**config.mk**
```make
export PLATFORM = sky130hd
export DESIGN_NAME = seq_detect_prog_flat
export DESIGN_NICKNAME = d
export VERILOG_FILES = /design/src/rtl/seq_detect_prog_if.sv /design/src/rtl/seq_detect_prog.sv /design/src/flat_wrapper.sv
export SDC_FILE = /design/constraint.sdc
export NUM_CORES = 1
export LEC_CHECK = 0
export CORE_UTILIZATION = 30
export DETAILED_ROUTE_END_ITERATION = 8
export SLEW_MARGIN = 40
export SYNTH_ARGS = -nofsm -noshare
export SYNTH_HDL_FRONTEND = slang
export SYNTH_SLANG_ARGS = --single-unit
```
**constraint.sdc**
```tcl
create_clock -name clk -period 2.6 [get_ports clk]
set_clock_uncertainty 0.05 [all_clocks]
set_input_delay 0.26 -clock clk [delete_from_list [all_inputs] [get_ports clk]]
set_output_delay 0.26 -clock clk [all_outputs]
set_load 0.02 [all_outputs]
```
**src/rtl/seq_detect_prog_if.sv**
```systemverilog
// Interface for the programmable sequence detector: the serial data input, the run-time
// configuration, and the match/count outputs. Clock and reset stay outside the interface.
interface seq_detect_prog_if #(
   parameter int MAX_LEN = 8,
   parameter int CNT_W   = 8
);
   localparam int LW = $clog2(MAX_LEN + 1);

   logic               in_valid;
   logic               in_bit;
   logic               cfg_load;
   logic [MAX_LEN-1:0] cfg_pattern;
   logic [LW-1:0]      cfg_len;
   logic               cfg_overlap;
   logic               clr_count;
   logic               det;
   logic [CNT_W-1:0]   det_count;
   logic               count_sat;

   modport master (
      output in_valid, in_bit, cfg_load, cfg_pattern, cfg_len, cfg_overlap, clr_count,
      input  det, det_count, count_sat
   );

   modport slave (
      input  in_valid, in_bit, cfg_load, cfg_pattern, cfg_len, cfg_overlap, clr_count,
      output det, det_count, count_sat
   );
endinterface

```
**src/rtl/seq_detect_prog.sv**
```systemverilog
// Programmable serial bit-sequence detector with a run-time pattern, length and overlap mode,
// a registered one-cycle match pulse and a saturating match counter.
module seq_detect_prog #(
   parameter int                 MAX_LEN     = 8,
   parameter int                 CNT_W       = 8,
   parameter logic [MAX_LEN-1:0] DEF_PATTERN = MAX_LEN'(8'b00110011),
   parameter int                 DEF_LEN     = 6,
   parameter bit                 DEF_OVERLAP = 1'b1
) (
   input logic               clk,
   input logic               reset,
   seq_detect_prog_if.slave  bus
);
   localparam int LW = $clog2(MAX_LEN + 1);

   logic [MAX_LEN-1:0] pat_q;
   logic [LW-1:0]      len_q;
   logic               ovl_q;
   logic [MAX_LEN-1:0] hist_q;
   logic [LW-1:0]      fill_q;
   logic               det_q;
   logic [CNT_W-1:0]   count_q;
   logic               sat_q;

   logic [MAX_LEN-1:0] hist_next;
   logic [MAX_LEN-1:0] len_mask;
   logic               len_ok;
   logic               fill_full;
   logic               pattern_hit;
   logic               match;
   logic [CNT_W-1:0]   count_inc;
   logic               count_max;

   // Shadow configuration: only reset or an explicit load may change it
   always_ff @(posedge clk) begin
      if (!reset) begin
         pat_q <= DEF_PATTERN;
         len_q <= LW'(DEF_LEN);
         ovl_q <= DEF_OVERLAP;
      end else if (bus.cfg_load) begin
         pat_q <= bus.cfg_pattern;
         len_q <= bus.cfg_len;
         ovl_q <= bus.cfg_overlap;
      end
   end

   // Match is judged on the history as it will look after this bit is shifted in
   always_comb begin
      hist_next = {hist_q[MAX_LEN-2:0], bus.in_bit};
      len_mask  = '0;
      for (int i = 0; i < MAX_LEN; i++) begin
         len_mask[i] = (i < int'(len_q));
      end
      len_ok      = (len_q != '0) && (int'(len_q) <= MAX_LEN);
      fill_full   = (int'(fill_q) + 1) >= int'(len_q);
      pattern_hit = ((hist_next ^ pat_q) & len_mask) == '0;
      match       = bus.in_valid && !bus.cfg_load && len_ok && fill_full && pattern_hit;
   end

   // History and fill level; non-overlap mode restarts the fill after each match
   always_ff @(posedge clk) begin
      if (!reset) begin
         hist_q <= '0;
         fill_q <= '0;
      end else if (bus.cfg_load) begin
         hist_q <= '0;
         fill_q <= '0;
      end else if (bus.in_valid) begin
         hist_q <= hist_next;
         if (match && !ovl_q) begin
            fill_q <= '0;
         end else if (fill_q < len_q) begin
            fill_q <= fill_q + 1'b1;
         end
      end
   end

   always_ff @(posedge clk) begin
      if (!reset) begin
         det_q <= 1'b0;
      end else begin
         det_q <= match;
      end
   end

   always_comb begin
      count_inc = count_q + 1'b1;
      count_max = &count_q;
   end

   // Counter moves on the same edge as the pulse, so a coincident clear always wins
   always_ff @(posedge clk) begin
      if (!reset) begin
         count_q <= '0;
         sat_q   <= 1'b0;
      end else if (bus.clr_count) begin
         count_q <= '0;
         sat_q   <= 1'b0;
      end else if (match) begin
         if (!count_max) begin
            count_q <= count_inc;
         end
         if (count_max || (&count_inc)) begin
            sat_q <= 1'b1;
         end
      end
   end

   assign bus.det       = det_q;
   assign bus.det_count = count_q;
   assign bus.count_sat = sat_q;
endmodule

```
**src/flat_wrapper.sv**
```systemverilog
// flat-port wrapper written by rule: the top's interface ports become plain ports
module seq_detect_prog_flat 
#(
   parameter int                 MAX_LEN     = 8,
   parameter int                 CNT_W       = 8,
   parameter logic [MAX_LEN-1:0] DEF_PATTERN = MAX_LEN'(8'b00110011),
   parameter int                 DEF_LEN     = 6,
   parameter bit                 DEF_OVERLAP = 1'b1
)
  (clk, reset, bus_in_valid, bus_in_bit, bus_cfg_load, bus_cfg_pattern, bus_cfg_len, bus_cfg_overlap, bus_clr_count, bus_det, bus_det_count, bus_count_sat);
  seq_detect_prog_if #(.MAX_LEN(MAX_LEN), .CNT_W(CNT_W)) bus_i ();
  input logic clk;
  input logic reset;
  input wire logic [$bits(bus_i.in_valid)-1:0] bus_in_valid;
  input wire logic [$bits(bus_i.in_bit)-1:0] bus_in_bit;
  input wire logic [$bits(bus_i.cfg_load)-1:0] bus_cfg_load;
  input wire logic [$bits(bus_i.cfg_pattern)-1:0] bus_cfg_pattern;
  input wire logic [$bits(bus_i.cfg_len)-1:0] bus_cfg_len;
  input wire logic [$bits(bus_i.cfg_overlap)-1:0] bus_cfg_overlap;
  input wire logic [$bits(bus_i.clr_count)-1:0] bus_clr_count;
  output wire logic [$bits(bus_i.det)-1:0] bus_det;
  output wire logic [$bits(bus_i.det_count)-1:0] bus_det_count;
  output wire logic [$bits(bus_i.count_sat)-1:0] bus_count_sat;
  assign bus_i.in_valid = bus_in_valid;
  assign bus_i.in_bit = bus_in_bit;
  assign bus_i.cfg_load = bus_cfg_load;
  assign bus_i.cfg_pattern = bus_cfg_pattern;
  assign bus_i.cfg_len = bus_cfg_len;
  assign bus_i.cfg_overlap = bus_cfg_overlap;
  assign bus_i.clr_count = bus_clr_count;
  assign bus_det = bus_i.det;
  assign bus_det_count = bus_i.det_count;
  assign bus_count_sat = bus_i.count_sat;
  seq_detect_prog #(.MAX_LEN(MAX_LEN), .CNT_W(CNT_W), .DEF_PATTERN(DEF_PATTERN), .DEF_LEN(DEF_LEN), .DEF_OVERLAP(DEF_OVERLAP)) u_core (.clk(clk), .reset(reset), .bus(bus_i));
endmodule
```
==> reports/metrics.cfg, run 1 <==
[status]
status = completed

[power]
swShare = 0.262
p_sw_w = 0.000279
combPwrFrac = 0.110
ir_worst_vdd_mv = 0.283
p_clk_frac = 0.375
power.total_w = 0.00107
power.density_mw_per_mm2 = 468
power_leakage_nw = 0.932
p_int_w = 0.000786
p_seq_frac = 0.515

[yosys]
syn_area_mm2 = 0.00179
synth_seq_cells = 34
yosysWarnings = 0
synth_fp_nets = 221
ys_seq_area_frac = 0.381
syn-mean-instance-area_um2 = 9.36
synth_cell_types = 42
syn_inst = 191

[route]
drc = 0
drt_iter0_markers = 84
drtAntennaViolNets = 0
wl_per_cell_um = 13.2
drtPass1Iterations = 4
viasPerCell = 4.87
vias = 1461
wl_um = 3960

[clocking]
clk_pin_slew_ns = 0.08
clk_latency_ns = 0.29
hold_buffers = 0
htree_levels = 2
post_cts_buffers = 0
cts_num_sinks = 34
cts_tree = done
cts_resized = 0
clockBufferDepth = 2
cts-root-buf = clkbuf_8
numCtsBuffers = 5

[cells_and_area]
drive_above_1_share = 0.0833
nFillCells = 569
num_antenna_cells = 0
fin_cells = 300
finalNetCount = 257
final_core_util = 0.403
syn2layout_area_growth_pct = 27.3

[critical_path]
cp_num_buf_inv = 0
crit_family = compound AO/OA/AOI/OAI gates
slowest_stage = dfxtp_1
start_kind = register
cp-end-kind = register
cp_max_fo = 6
ff2ff_path_depth = 8
cp.arrival_ns = 2.49
worst-path-stages = 8
crit_top_cell = ha_1
crit_chain = ha_1 -> ha_1 -> a21boi_0 -> o31ai_1 -> a22o_2 -> nor4_4 -> a21oi_1 -> a31o_2
crit_type = reg2reg
cp.required_ns = 2.73
critPathMaxStageDelay_ns = 0.45

[hold_path]
holdPathStages = 2
holdCritPathClass = reg2reg

[sta]
hold_ws_ns = 0.420
period_needed_ns = 2.36
finalSetupViolCount = 0
max-slew-margin-rel = 0.582
period_share = 0.908
worst-slew-pin-transition_ns = 0.627
tns_ns = 0
slew_violations = 0
final_hold_viol_count = 0
rsz0062_at_grt = no
clock.fmax_mhz = 424

[global_route]
groute.usage.overall = 0.144
grt_pass1_vias = 1477
antenna_found_initial = 0
grt.overflow.total = 0
grt_start_max_net_pins = 17
grt_pass1_wl_um = 7040

[die]
dieArea_mm2 = 0.00627
start_util = 0.317
die_y_um = 79.2
core_mm2 = 0.00564
row_count = 27
dieWidth_um = 79.2
pin_count = 29

[flow_run]
max_cap_viol_count = 0

[place]
port_buffers = 28
place_inst = 292
place.gp.congestion = 0.846
dp_hpwl_um = 3000

==> synth_stat cells (all sizes together) <==
cell type	count	area [um^2]
a211oi	2	15.0
inv	7	26.3
o211ai	3	22.5
and2	1	6.26
xor2	6	52.6
o41ai	1	8.76
a22oi	1	7.51
nand2b	4	25.0
nor4	6	52.6
a31o	1	8.76
nor2	15	56.3
nand3	4	20.0
nand2	16	60.1
xnor2	8	70.1
a21oi	2	10.0
a21boi	1	7.51
and3	5	32.5
nor4b	2	17.5
dfxtp	34	681
ha	11	138
a31oi	2	12.5
or4	1	7.51
o31ai	2	15.0
clkbuf	2	7.51
nor2b	8	50.1
mux2i	22	220
nor3b	1	7.51
nand4b	1	8.76
a22o	1	10.0
o211a	1	10.0
buf	4	17.5
a32oi	1	8.76
o21a	3	22.5
nor3	4	20.0
o21ai	4	20.0
a41oi	1	8.76
nand4	1	6.26
nor4bb	1	10.0
a21o	1	7.51
==> power by group through the flow <==
stage / Clock [W] / Sequential [W] / Combinational, W
after floorplan: 0 / 0.000557 / 0.0000699
after global placement: 0 / 0.000561 / 0.000117
after detailed placement: 0 / 0.000561 / 0.000118
after CTS: 0.000407 / 0.000549 / 0.000118
after global routing: 0.000432 / 0.000552 / 0.000133
final: 0.000400 / 0.000549 / 0.000117
==> cell type report <==
| class | count | area [um^2] | share of cell area |
|---|---|---|---|
| Sequential cell | 34 | 681 | 0.299 |
| Inverter | 7 | 26.3 | 0.0115 |
| Tap cell | 72 | 90.1 | 0.0396 |
| Clock buffer | 5 | 68.8 | 0.0302 |
| Timing Repair Buffer | 35 | 333 | 0.146 |
| Clock inverter | 3 | 21.3 | 0.00935 |
| Multi-Input combinational cell | 144 | 1060 | 0.464 |
==> path summary, 6_finish.rpt <==
| check | startpoint | end | slack, ns |
|---|---|---|---|
| setup reg to reg | u_core.fill_q[0] | u_core.bus.det_count[3] | 0.24 |
| hold reg to reg | u_core.bus.count_sat | u_core.bus.count_sat | 0.42 |
| setup / recovery | u_core.fill_q[0] | u_core.bus.det_count[3] | 0.24 |
| hold / removal | u_core.bus.count_sat | u_core.bus.count_sat | 0.42 |
==> cell families (layout without fill, tap and decap cells) <==
family                     after synthesis  after routing  synth area share
adders and majority gates               11             11            0.0770
AOI/OAI and AO/OA                       27             27             0.109
xor gates and xnor gates                14             14            0.0686
DFF                                     34             34             0.381
and+or+nand+nor                         70             70             0.213
buffers and inverters                   13             50            0.0287
muxes                                   22             22             0.123
==> sequential cells by signal, indices dropped and copies added, names as in the netlist <==
name and flops:
u_core.ovl_q 1, u_core.bus.det_count 8, u_core.len_q 4, u_core.pat_q 8
u_core.bus.det 1, u_core.bus.count_sat 1, u_core.hist_q 7, u_core.fill_q 4
==> stage by stage <==
stage	area, um^2	setup slack, ns
after floorplan	1790	0.358
after global placement	2190	0.233
after detailed placement	2190	0.182
after CTS	2280	0.173
after global routing	2280	0.0720
final	2280	0.240
==> cells in the final DEF, fill, tap and decap left out, types with 2 or more instances in the layout <==
cell type / Yosys / final
a21oi_1: 2 / 2
o211ai_1: 3 / 3
clkbuf_8: 0 / 5
o21ai_0: 4 / 4
nor4_1: 5 / 5
clkdlybuf4s50_1: 0 / 28
nand2b_1: 4 / 4
nor4b_1: 2 / 2
xnor2_1: 8 / 8
nand3_1: 4 / 4
and3_1: 4 / 4
a211oi_1: 2 / 2
ha_1: 11 / 11
inv_1: 7 / 7
nor3_1: 4 / 4
a31oi_1: 2 / 2
mux2i_1: 22 / 22
o31ai_1: 2 / 2
xor2_1: 6 / 6
dfxtp_1: 34 / 34
nor2_1: 15 / 15
nand2_1: 16 / 16
buf_4: 0 / 7
o21a_1: 3 / 3
nor2b_1: 8 / 8
==> metal layers <==
metal  share of wire  wire (um)  global-route usage
met2            0.45       1780               0.218
met1            0.51       2000               0.197
met3           0.033        130              0.0368
met4           0.012         46              0.0436
met5               0          0                   0
==> worst register-to-register path, stage by stage, from the launching register on <==
cell	delay, ns
dfxtp_1	0.45
ha_1	0.29
ha_1	0.28
a21boi_0	0.17
o31ai_1	0.09
a22o_2	0.28
nor4_4	0.32
a21oi_1	0.12
a31o_2	0.22
No activity file was read; power rests on OpenSTA's default activity.
==> inputs of run 2 (changes only) <==
MAX_ROUTING_LAYER = met4   (was unset)
==> run 2 against run 1 <==
  * Clock power about the same
  * Clock-buffer cell count did not move
  * Sequential power hardly changed
  * Register-to-register slack about the same
  * Combinational power barely moved
  * Power barely moved
  * Critical path type unchanged
==> reports/metrics.cfg, run 2 (synthesized netlist as in run 1, its figures left out) <==
[sta]
finalSetupViolCount = 0
period_share = 0.907
rsz0062_at_grt = no
period_needed_ns = 2.36
final_hold_viol_count = 0
max-slew-margin-rel = 0.588
slew_violations = 0
tns_ns = 0
worst-slew-pin-transition_ns = 0.619
clock.fmax_mhz = 424

[global_route]
grt_pass1_vias = 1479
grt_start_max_net_pins = 17
antenna_found_initial = 0
grt_pass1_wl_um = 7020
groute.usage.overall = 0.147
grt.overflow.total = 0

[critical_path]
crit_type = reg2reg
ff2ff_path_depth = 8
critPathMaxStageDelay_ns = 0.45
cp-end-kind = register
crit_top_cell = ha_1
crit_chain = ha_1 -> ha_1 -> a21boi_0 -> o31ai_1 -> a22o_2 -> nor4_4 -> a21oi_1 -> a31o_2
regToRegSetupSlack_ns = 0.24
worstReg2RegEnd = u_core.bus.det_count[3]
cp.required_ns = 2.73
start_kind = register
cp_num_buf_inv = 0
regToRegStartpoint = u_core.fill_q[0]
crit_family = compound AO/OA/AOI/OAI gates
slowest_stage = dfxtp_1
cp.arrival_ns = 2.49
cp_max_fo = 6

[place]
placed_area_mm2 = 0.00219
dp_hpwl_um = 3000
port_buffers = 28
place.gp.congestion = 0.859

[hold_path]
holdPathStages = 2
holdCritPathClass = reg2reg
holdPathEnd = u_core.bus.count_sat
min-delay-start = u_core.bus.count_sat

[clocking]
post_cts_buffers = 0
clk_pin_slew_ns = 0.08
cts_num_sinks = 34
cts-root-buf = clkbuf_8
cts_resized = 0
htree_levels = 2
hold_buffers = 0
numCtsBuffers = 5
clk_latency_ns = 0.29
cts_tree = done
clockBufferDepth = 2

[route]
viasPerCell = 4.86
wl_um = 3960
drtAntennaViolNets = 0
drt_iter0_markers = 88
drtPass1Iterations = 4
vias = 1458
wl_per_cell_um = 13.2
drc = 0

[power]
power_leakage_nw = 0.932
ir_worst_vdd_mv = 0.283
p_int_w = 0.000786
swShare = 0.262
p_sw_w = 0.000279
power.density_mw_per_mm2 = 468
combPwrFrac = 0.110
p_clk_frac = 0.375
p_seq_frac = 0.516

[cells_and_area]
nFillCells = 569
multi_input_area_mm2 = 0.00106
layout_commonest_cell = dfxtp_1
num_antenna_cells = 0
syn2layout_area_growth_pct = 27.3
seq_area_um2 = 681
finalNetCount = 257
final_cell_area_mm2 = 0.00228
final_cell_mix = dfxtp_1, clkdlybuf4s50_1, mux2i_1
drive_above_1_share = 0.0833

[die]
start_util = 0.317
dieWidth_um = 79.2
pin_count = 29
die_y_um = 79.2
row_count = 27
dieArea_mm2 = 0.00627
core_mm2 = 0.00564

[status]
status = completed

[flow_run]
max_cap_viol_count = 0

==> run 2: cell counts in the layout (fill, tap and decap cells not counted) <==
No cell type changed its count.
==> run 2: area by class of cell <==
class,instances,share of cell area
Multi-Input combinational cell,144,0.464
Sequential cell,34,0.299
Timing Repair Buffer,35,0.146
Tap cell,72,0.0396
Clock buffer,5,0.0302
Inverter,7,0.0115
Clock inverter,3,0.00935
==> run 2: worst reg2reg max path, stage by stage (launching register included) <==
cell	delay, ns
dfxtp_1	0.45
ha_1	0.29
ha_1	0.28
a21boi_0	0.17
o31ai_1	0.09
a22o_2	0.28
nor4_4	0.32
a21oi_1	0.12
a31o_2	0.22
==> run 2: worst max-delay path by stage <==
stage                     startpoint                      end  cells past startpoint
detailed placement  u_core.fill_q[0]  u_core.bus.det_count[3]                      8
finish              u_core.fill_q[0]  u_core.bus.det_count[3]                      8
global route        u_core.fill_q[0]  u_core.bus.det_count[3]                      8
floorplan           u_core.fill_q[0]  u_core.bus.det_count[3]                      8
CTS                 u_core.fill_q[0]  u_core.bus.det_count[3]                      8
global placement          bus_in_bit  u_core.bus.det_count[7]                      8
==> run 2: per-layer routing <==
metal / up-vias / global-route usage / share of wire
met4: 0 / 0.0436 / 0.0053
met5: - / - / 0
met1: 672 / 0.197 / 0.50
met3: 4 / 0.0368 / 0.037
li1: 753 / - / -
met2: 29 / 0.219 / 0.46
==> run 2: per-stage QoR <==
stage | util | setup slack (ns) | total power (W) | cells | hold WS [ns]
after floorplan | - | 0.358 | 0.000627 | 191 | 0.338
after global placement | 0.387 | 0.233 | 0.000678 | 292 | 0.410
after detailed placement | 0.387 | 0.182 | 0.000679 | 292 | 0.408
after CTS | 0.403 | 0.173 | 0.00107 | 300 | 0.427
after global routing | 0.403 | 0.0720 | 0.00112 | 300 | 0.494
final | 0.403 | 0.241 | 0.00107 | 300 | 0.420
==> run 2: power groups by stage <==
stage / sequential [W] / combinational (W) / clock (W)
6_report: 0.000549 / 0.000117 / 0.000399
5_1_grt: 0.000552 / 0.000133 / 0.000432
4_1_cts: 0.000549 / 0.000118 / 0.000407
3_5_place_dp: 0.000561 / 0.000118 / 0
3_3_place_gp: 0.000561 / 0.000117 / 0
2_1_floorplan: 0.000557 / 0.0000699 / 0
==> inputs of run 3 (changes only) <==
SETUP_SLACK_MARGIN = 0.2   (was unset)
==> run 3 against run 2 <==
  * Via count grew 0.96%
  * Utilization grew 0.62 points
  * Critical path depth grew 2
  * Critical endpoint is now u_core.bus.det_count[1]
  * Highest routed layer unchanged
==> reports/metrics.cfg, run 3 (synthesized netlist as in run 1, its figures left out) <==
[cells_and_area]
finalNetCount = 259
layout_commonest_cell = dfxtp_1
num_antenna_cells = 0
drive_above_1_share = 0.113
syn2layout_area_growth_pct = 29.3
fin_cells = 302
final_cell_mix = dfxtp_1, clkdlybuf4s50_1, mux2i_1
final_cell_area_mm2 = 0.00231

[sta]
final_hold_viol_count = 0
hold_ws_ns = 0.420
worst-slew-pin-transition_ns = 0.609
max-slew-margin-rel = 0.594
period_share = 0.889
tns_ns = 0
finalSetupViolCount = 0
slew_violations = 0
clock.fmax_mhz = 432
rsz0062_at_grt = no
period_needed_ns = 2.31

[global_route]
use_met1 = 0.197
grt.met3_usage = 0.0368
grt.overflow.total = 0
gr-max-usage-layer = met2
antenna_found_initial = 0
grt_start_max_net_pins = 17
groute.usage.overall = 0.147
grt_pass1_vias = 1479
grtUsageMet2 = 0.219
grt_pass1_wl_um = 7020

[critical_path]
slowest_stage = dfxtp_4
start_kind = register
cp-end-kind = register
crit_chain = ha_4 -> xor2_1 -> ha_1 -> o21a_1 -> o31ai_1 -> a22o_2 -> nor4_4 -> buf_4 -> mux2i_1 -> nor2_1
critPathMaxStageDelay_ns = 0.37
crit_family = compound AO/OA/AOI/OAI gates
crit_type = reg2reg
cp.arrival_ns = 2.43
cp.required_ns = 2.72
cp_max_fo = 5
cp_num_buf_inv = 1

[route]
viasPerCell = 4.87
wl_per_cell_um = 13.4
drtAntennaViolNets = 0
drt_iter0_markers = 87
vias = 1472
drtPass1Iterations = 5
wl_um = 4030
drc = 0

[power]
p_int_w = 0.000788
p_seq_frac = 0.516
p_sw_w = 0.000278
p_clk_frac = 0.373
ir_worst_vdd_mv = 0.282
swShare = 0.261
combPwrFrac = 0.112
power.density_mw_per_mm2 = 461
power_leakage_nw = 0.943

[clocking]
cts-root-buf = clkbuf_8
numCtsBuffers = 5
hold_buffers = 0
cts_tree = done
cts_num_sinks = 34
clk_latency_ns = 0.29
clk_pin_slew_ns = 0.08
htree_levels = 2
clockBufferDepth = 2

[place]
dp_hpwl_um = 3000
place.gp.congestion = 0.859
place_inst = 292
placed_area_mm2 = 0.00219
port_buffers = 28

[die]
row_count = 27
die_y_um = 79.2
dieArea_mm2 = 0.00627
dieWidth_um = 79.2
pin_count = 29
start_util = 0.317
core_mm2 = 0.00564

[flow_run]
max_cap_viol_count = 0

[status]
status = completed

[hold_path]
holdCritPathClass = reg2reg

run 3: cell types whose count changed in the layout (fill, tap and decap cells not counted), sizes merged:
cell	previous run	this run
buf	7	9
run 3: stage by stage:
step | utilization | total power (W) | setup WS [ns]
after CTS | 0.403 | 0.00107 | 0.251
final | 0.410 | 0.00107 | 0.288
after floorplan | - | 0.000627 | 0.358
after global routing | 0.410 | 0.00112 | 0.194
after global placement | 0.387 | 0.000678 | 0.233
after detailed placement | 0.387 | 0.000679 | 0.182
run 3: tightest hold or removal path: cells and delay by family (launching register included):
family,cells,cell delay (ns)
compound gates,1,0.04
simple gates,1,0.07
flops,1,0.33
run 3: path summary, 6_finish.rpt:
kind / start / endpoint / slack, ns / depth (start not counted)
worst max register to register: u_core.fill_q[0] / u_core.bus.det_count[1] / 0.29 / 10
worst max-delay path: u_core.fill_q[0] / u_core.bus.det_count[1] / 0.29 / 10
worst min register to register: u_core.bus.count_sat / u_core.bus.count_sat / 0.42 / 2
worst min-delay path: u_core.bus.count_sat / u_core.bus.count_sat / 0.42 / 2
run 3: cell type report:
cell class	instances	area (um^2)
multi-input cells	144	1070
flip-flops and latches	34	688
clock inverters	3	21.3
fillers	565	3330
inverters	7	26.3
repair buffers	37	348
well taps	72	90.1
clock buffers	5	68.8
run 3: per-layer routing:
| layer | share of wire | vias to the layer above |
|---|---|---|
| li1 | - | 756 |
| met1 | 0.50 | 687 |
| met2 | 0.46 | 25 |
| met3 | 0.034 | 4 |
| met4 | 0.0052 | 0 |
| met5 | 0 | - |
run 3: timing repair:
item	CTS	global route
endpoints found under the hold margin	0	0
endpoints found under the setup margin	3	9
gates resized for setup	0	8
setup buffers	0	2
pin swaps	1	2
run 3: power groups by stage:
stage	logic, W	clock network (W)	registers, W
2_1_floorplan	0.0000699	0	0.000557
3_3_place_gp	0.000117	0	0.000561
3_5_place_dp	0.000118	0	0.000561
4_1_cts	0.000118	0.000407	0.000549
5_1_grt	0.000135	0.000432	0.000552
6_report	0.000119	0.000397	0.000550
==> RTL edit 1 (settings of run 2) <==
`CNT_W` is set to 8 in 3 places; all go to 12.
--- a/src/rtl/seq_detect_prog_if.sv
+++ b/src/rtl/seq_detect_prog_if.sv
@@ -2,7 +2,7 @@
 // configuration, and the match/count outputs. Clock and reset stay outside the interface.
 interface seq_detect_prog_if #(
    parameter int MAX_LEN = 8,
-   parameter int CNT_W   = 8
+   parameter int CNT_W   = 12
 );
    localparam int LW = $clog2(MAX_LEN + 1);
 
--- a/src/rtl/seq_detect_prog.sv
+++ b/src/rtl/seq_detect_prog.sv
@@ -2,7 +2,7 @@
 // a registered one-cycle match pulse and a saturating match counter.
 module seq_detect_prog #(
    parameter int                 MAX_LEN     = 8,
-   parameter int                 CNT_W       = 8,
+   parameter int                 CNT_W       = 12,
    parameter logic [MAX_LEN-1:0] DEF_PATTERN = MAX_LEN'(8'b00110011),
    parameter int                 DEF_LEN     = 6,
    parameter bit                 DEF_OVERLAP = 1'b1
--- a/src/flat_wrapper.sv
+++ b/src/flat_wrapper.sv
@@ -2,7 +2,7 @@
 module seq_detect_prog_flat 
 #(
    parameter int                 MAX_LEN     = 8,
-   parameter int                 CNT_W       = 8,
+   parameter int                 CNT_W       = 12,
    parameter logic [MAX_LEN-1:0] DEF_PATTERN = MAX_LEN'(8'b00110011),
    parameter int                 DEF_LEN     = 6,
    parameter bit                 DEF_OVERLAP = 1'b1
Ports: changed (resized bus_det_count); port bits go from 29 to 33. No check against the original RTL was run, so the function may have changed too.
==> RTL edit 1 against run 2 <==
The flow now finishes with violations (design-rule violations); setup slack worse by 0.083 ns; total power up 5.1%; clock power shrank 4%; non-clock buffer count rose by 10; hold slack better by 0.032 ns; area after synthesis rose by 13%; critical path depth increased by 1; sequential cell count rose by 4; final area rose by 15%; wire length rose by 18%; sequential power up 11%; largest cell class unchanged; highest routed layer unchanged.
==> RTL edit 1: results (changes against run 2) <==
final_area_um2: 2611  # +15%
nNetsFinal: 295  # +15%
synth_cells: 220  # +15%
num-fill-cells: 637  # +12%
yosys-top-cells-count: "38 x dfxtp_1, 20 x mux2i_1, 17 x nand2_1, 15 x nor2_1, 13 x xnor2_1"
synth_nets: 250  # +13%
status: "complete, but fails checks"
hold_slack_ns: 0.4517  # +0.03159 ns
holdCritStartpoint: "u_core.pat_q[0]$_SDFFE_PN1P_"
layout-drive-gt1-share_pct: 13.58  # +5.3 points
grt_util_met1_pct: 19.76  # +0.080 points
drc: 4  # +4
multi_input_comb_cells: 166  # +15%
synthXorXnorAreaFrac_pct: 6.514  # -0.34 points
worstMarginPinSlew_ns: 0.5482  # -0.07039 ns
synth_compound_area_share_pct: 12.90  # +2.0 points
holdPathEnd: "u_core.pat_q[0]$_SDFFE_PN1P_"
grt_first_pass_wirelength_um: 7728  # +10%
crit_path_top_delay_cell: "a221oi_2"
crit_arrival_ns: 2.61  # +0.12 ns
inverters_excl_clock: 9  # +2
gp_congestion: 0.8007  # -6.8%
violations: "design-rule violations"
rr_startpoint: "u_core.fill_q[1]$_SDFFE_PP0P_"
dpl_cell_area_um2: 2437  # +12%
synth_area_leaders: "dfxtp_1 38%, mux2i_1 9.9%, ha_1 6.8%"
nClkBuffers: 7  # +2
via_per_inst: 4.944  # +1.7%
-- RTL edit 1: changes by cell type in the layout (fill, tap and decap cells not counted), moves of 3 or more --
cell,run 2,this run
buf_4,7,13
nor3_1,4,7
xnor2_1,8,13
or3_1,0,4
nor4_1,5,1
xor2_1,6,2
clkdlybuf4s50_1,28,32
nand3_1,4,8
o21ai_0,4,8
a21oi_1,2,7
-- RTL edit 1: report_power, final --
| group | total [W] | internal [W] | switching (W) |
|---|---|---|---|
| clock | 0.000383 | 0.000185 | 0.000198 |
| sequential | 0.000608 | 0.000596 | 0.0000121 |
| combinational | 0.000129 | 0.0000689 | 0.0000603 |
-- RTL edit 1: what timing repair did --
action                                 in CTS  in global routing
resized for setup                           1                 13
endpoints found under the hold margin       0                  0
pin swaps                                   0                  5
setup buffers                               0                  6
gates cloned                                0                  1
hold buffers                                0                  0
setup endpoints to repair                   2                 14
-- RTL edit 1: how the worst max path moves through the flow --
stage / depth (start not counted) / endpoint / start
6_report: 9 / u_core.bus.det_count[10]$_SDFFE_PP0P_ / u_core.fill_q[1]$_SDFFE_PP0P_
3_3_place_gp: 8 / u_core.bus.det_count[4]$_SDFFE_PP0P_ / u_core.fill_q[0]$_SDFFE_PP0P_
4_1_cts: 9 / u_core.fill_q[0]$_SDFFE_PP0P_ / u_core.fill_q[0]$_SDFFE_PP0P_
2_1_floorplan: 9 / u_core.bus.det_count[6]$_SDFFE_PP0P_ / u_core.fill_q[0]$_SDFFE_PP0P_
3_5_place_dp: 8 / u_core.bus.det_count[2]$_SDFFE_PP0P_ / u_core.fill_q[0]$_SDFFE_PP0P_
5_1_grt: 9 / u_core.bus.det_count[1]$_SDFFE_PP0P_ / u_core.fill_q[1]$_SDFFE_PP0P_
==> RTL edit 2 (settings of run 2) <==
Made on the original files. Reset style: asynchronous (`reset`), changed in 4 clocked blocks.
--- a/src/rtl/seq_detect_prog.sv
+++ b/src/rtl/seq_detect_prog.sv
@@ -32,7 +32,7 @@
    logic               count_max;
 
    // Shadow configuration: only reset or an explicit load may change it
-   always_ff @(posedge clk) begin
+   always_ff @(posedge clk or negedge reset) begin
       if (!reset) begin
          pat_q <= DEF_PATTERN;
          len_q <= LW'(DEF_LEN);
@@ -58,7 +58,7 @@
    end
 
    // History and fill level; non-overlap mode restarts the fill after each match
-   always_ff @(posedge clk) begin
+   always_ff @(posedge clk or negedge reset) begin
       if (!reset) begin
          hist_q <= '0;
          fill_q <= '0;
@@ -75,7 +75,7 @@
       end
    end
 
-   always_ff @(posedge clk) begin
+   always_ff @(posedge clk or negedge reset) begin
       if (!reset) begin
          det_q <= 1'b0;
       end else begin
@@ -89,7 +89,7 @@
    end
 
    // Counter moves on the same edge as the pulse, so a coincident clear always wins
-   always_ff @(posedge clk) begin
+   always_ff @(posedge clk or negedge reset) begin
       if (!reset) begin
          count_q <= '0;
          sat_q   <= 1'b0;
Function: differs if reset is asserted again (counterexample within 4 cycles, from zero or initial values and one cycle with reset low); with reset held inactive, the same outputs for 4 cycles.
==> RTL edit 2 against run 2 <==
Area after synthesis rose by 6.9%; fmax fell by 7.4%; final area rose by 9.0%; wire length rose by 4.9%; hold slack got worse by 0.098 ns; largest cell class unchanged; sequential cell count did not move; total power rose by 16%; largest power group unchanged; setup slack got worse by 0.19 ns.
==> RTL edit 2: results (changes against run 2) <==
status: "complete, no violations"
layout-drive-gt1-share_pct: 21.88  # +14 points
synth_area_leaders: "dfrtp_1 35%, dfstp_2 9.6%, ha_1 7.2%"
synthXorXnorAreaFrac_pct: 5.497  # -1.4 points
postSynth.asyncResetShare_pct: 100.0  # +100 points
synth_nets: 213  # -3.6%
wl_per_cell_um: 13.89  # +5.2%
gp_congestion: 0.8369  # -2.6%
r2r_setup_slack_ns: 0.05  # -0.19 ns
via_per_inst: 5.027  # +3.4%
clk_share_pct: 4.440  # +0.48 points
grt_pass1_vias: 1455  # -1.6%
finalWorstSetupSlack_ns: 0.05333  # -0.1878 ns
nonClkBufAreaFrac_pct: 14.93  # +0.31 points
nClkBuffers: 8  # +3
yosysSeqAreaShare_pct: 44.96  # +6.9 points
hpwlAfterDp_um: 2952  # -1.7%
dpl_cell_area_um2: 2302  # +5.3%
grt_first_pass_wirelength_um: 7044  # +0.28%
pre_cts_slack_ns: 0.03689  # -0.1450 ns
multi_input_comb_cells: 133  # -7.6%
grt_max_degree: 35  # +18
num-fill-cells: 597  # +4.9%
ir_drop_uv: 180.1  # -36%
rr_startpoint: "u_core.fill_q[1]$_DFFE_PN0P_"
worstMarginPinSlew_ns: 0.5180  # -0.1005 ns
synth_compound_area_share_pct: 13.15  # +2.2 points
setup_tns_ns: 0  # unchanged
critPathCapture: "u_core.bus.det_count[4]$_DFFE_PN0P_"
inverters_excl_clock: 9  # +2
multi_input_area_share_pct: 40.82  # -5.6 points
nNetsFinal: 253  # -1.6%
synthAdderAreaFrac_pct: 7.199  # -0.50 points
synth.mux.area_fraction_pct: 10.67  # -1.6 points
cts_buffers: 5  # unchanged
synthDistinctLibCells: 40  # -4.8%
p_leak_nw: 1.072  # +15%
row_count: 28  # +3.7%
grt_util_all_layers_pct: 14.66  # -0.090 points
first_iter_violations: 82  # -6.8%
cp_max_fo: 8  # +2
holdCritPathClass: "primary input to asynchronous set/reset pin"
nNonClkBuffers: 40  # +14%
yosysWarningCount: 0  # unchanged
seq_cells: 34  # unchanged
RTL edit 2: per-layer routing:
| layer | global-route usage (%) | up-vias | share of wire [%] |
|---|---|---|---|
| met5 | - | - | 0 |
| met4 | 6.316 | 0 | 2.5 |
| met3 | 3.333 | 9 | 3.5 |
| met2 | 21.16 | 27 | 46 |
| met1 | 19.54 | 730 | 48 |
| li1 | - | 737 | - |
RTL edit 2: timing repair:
item	4_1_cts	5_1_grt
resized for setup	0	13
pin swaps	1	5
setup endpoints to repair	1	9
buffers inserted	0	3
RTL edit 2: cells by family (layout without fill, tap and decap cells):
group / after synthesis / in the layout
DFF: 34 / 34
xor gates and xnor gates: 12 / 12
adders and majority gates: 11 / 11
and+or+nand+nor: 54 / 54
AOI/OAI and AO/OA: 37 / 37
buffers and inverters: 16 / 57
muxes: 19 / 19
RTL edit 2: report_power, final:
| group | leakage [nW] | switching, W | total [W] | internal [W] |
|---|---|---|---|---|
| Sequential | 0.435 | 0.0000290 | 0.000592 | 0.000563 |
| Combinational | 0.579 | 0.0000858 | 0.000189 | 0.000103 |
| Clock | 0.0575 | 0.000190 | 0.000457 | 0.000267 |
RTL edit 2: per-stage QoR:
stage	util, %	cells
floorplan	-	183
global placement	38.21	288
detailed placement	38.21	288
CTS	40.03	296
global route	41.15	299
finish	41.15	299
RTL edit 2: worst max-delay path, stage by stage, from the launching register on:
cell and delay (ns):
dfrtp_1 0.43, ha_4 0.19, xor2_1 0.16, ha_1 0.28
o21a_1 0.12, o31ai_2 0.08, o2bb2ai_2 0.13, a211o_2 0.38
or4_4 0.51, a21oi_2 0.14
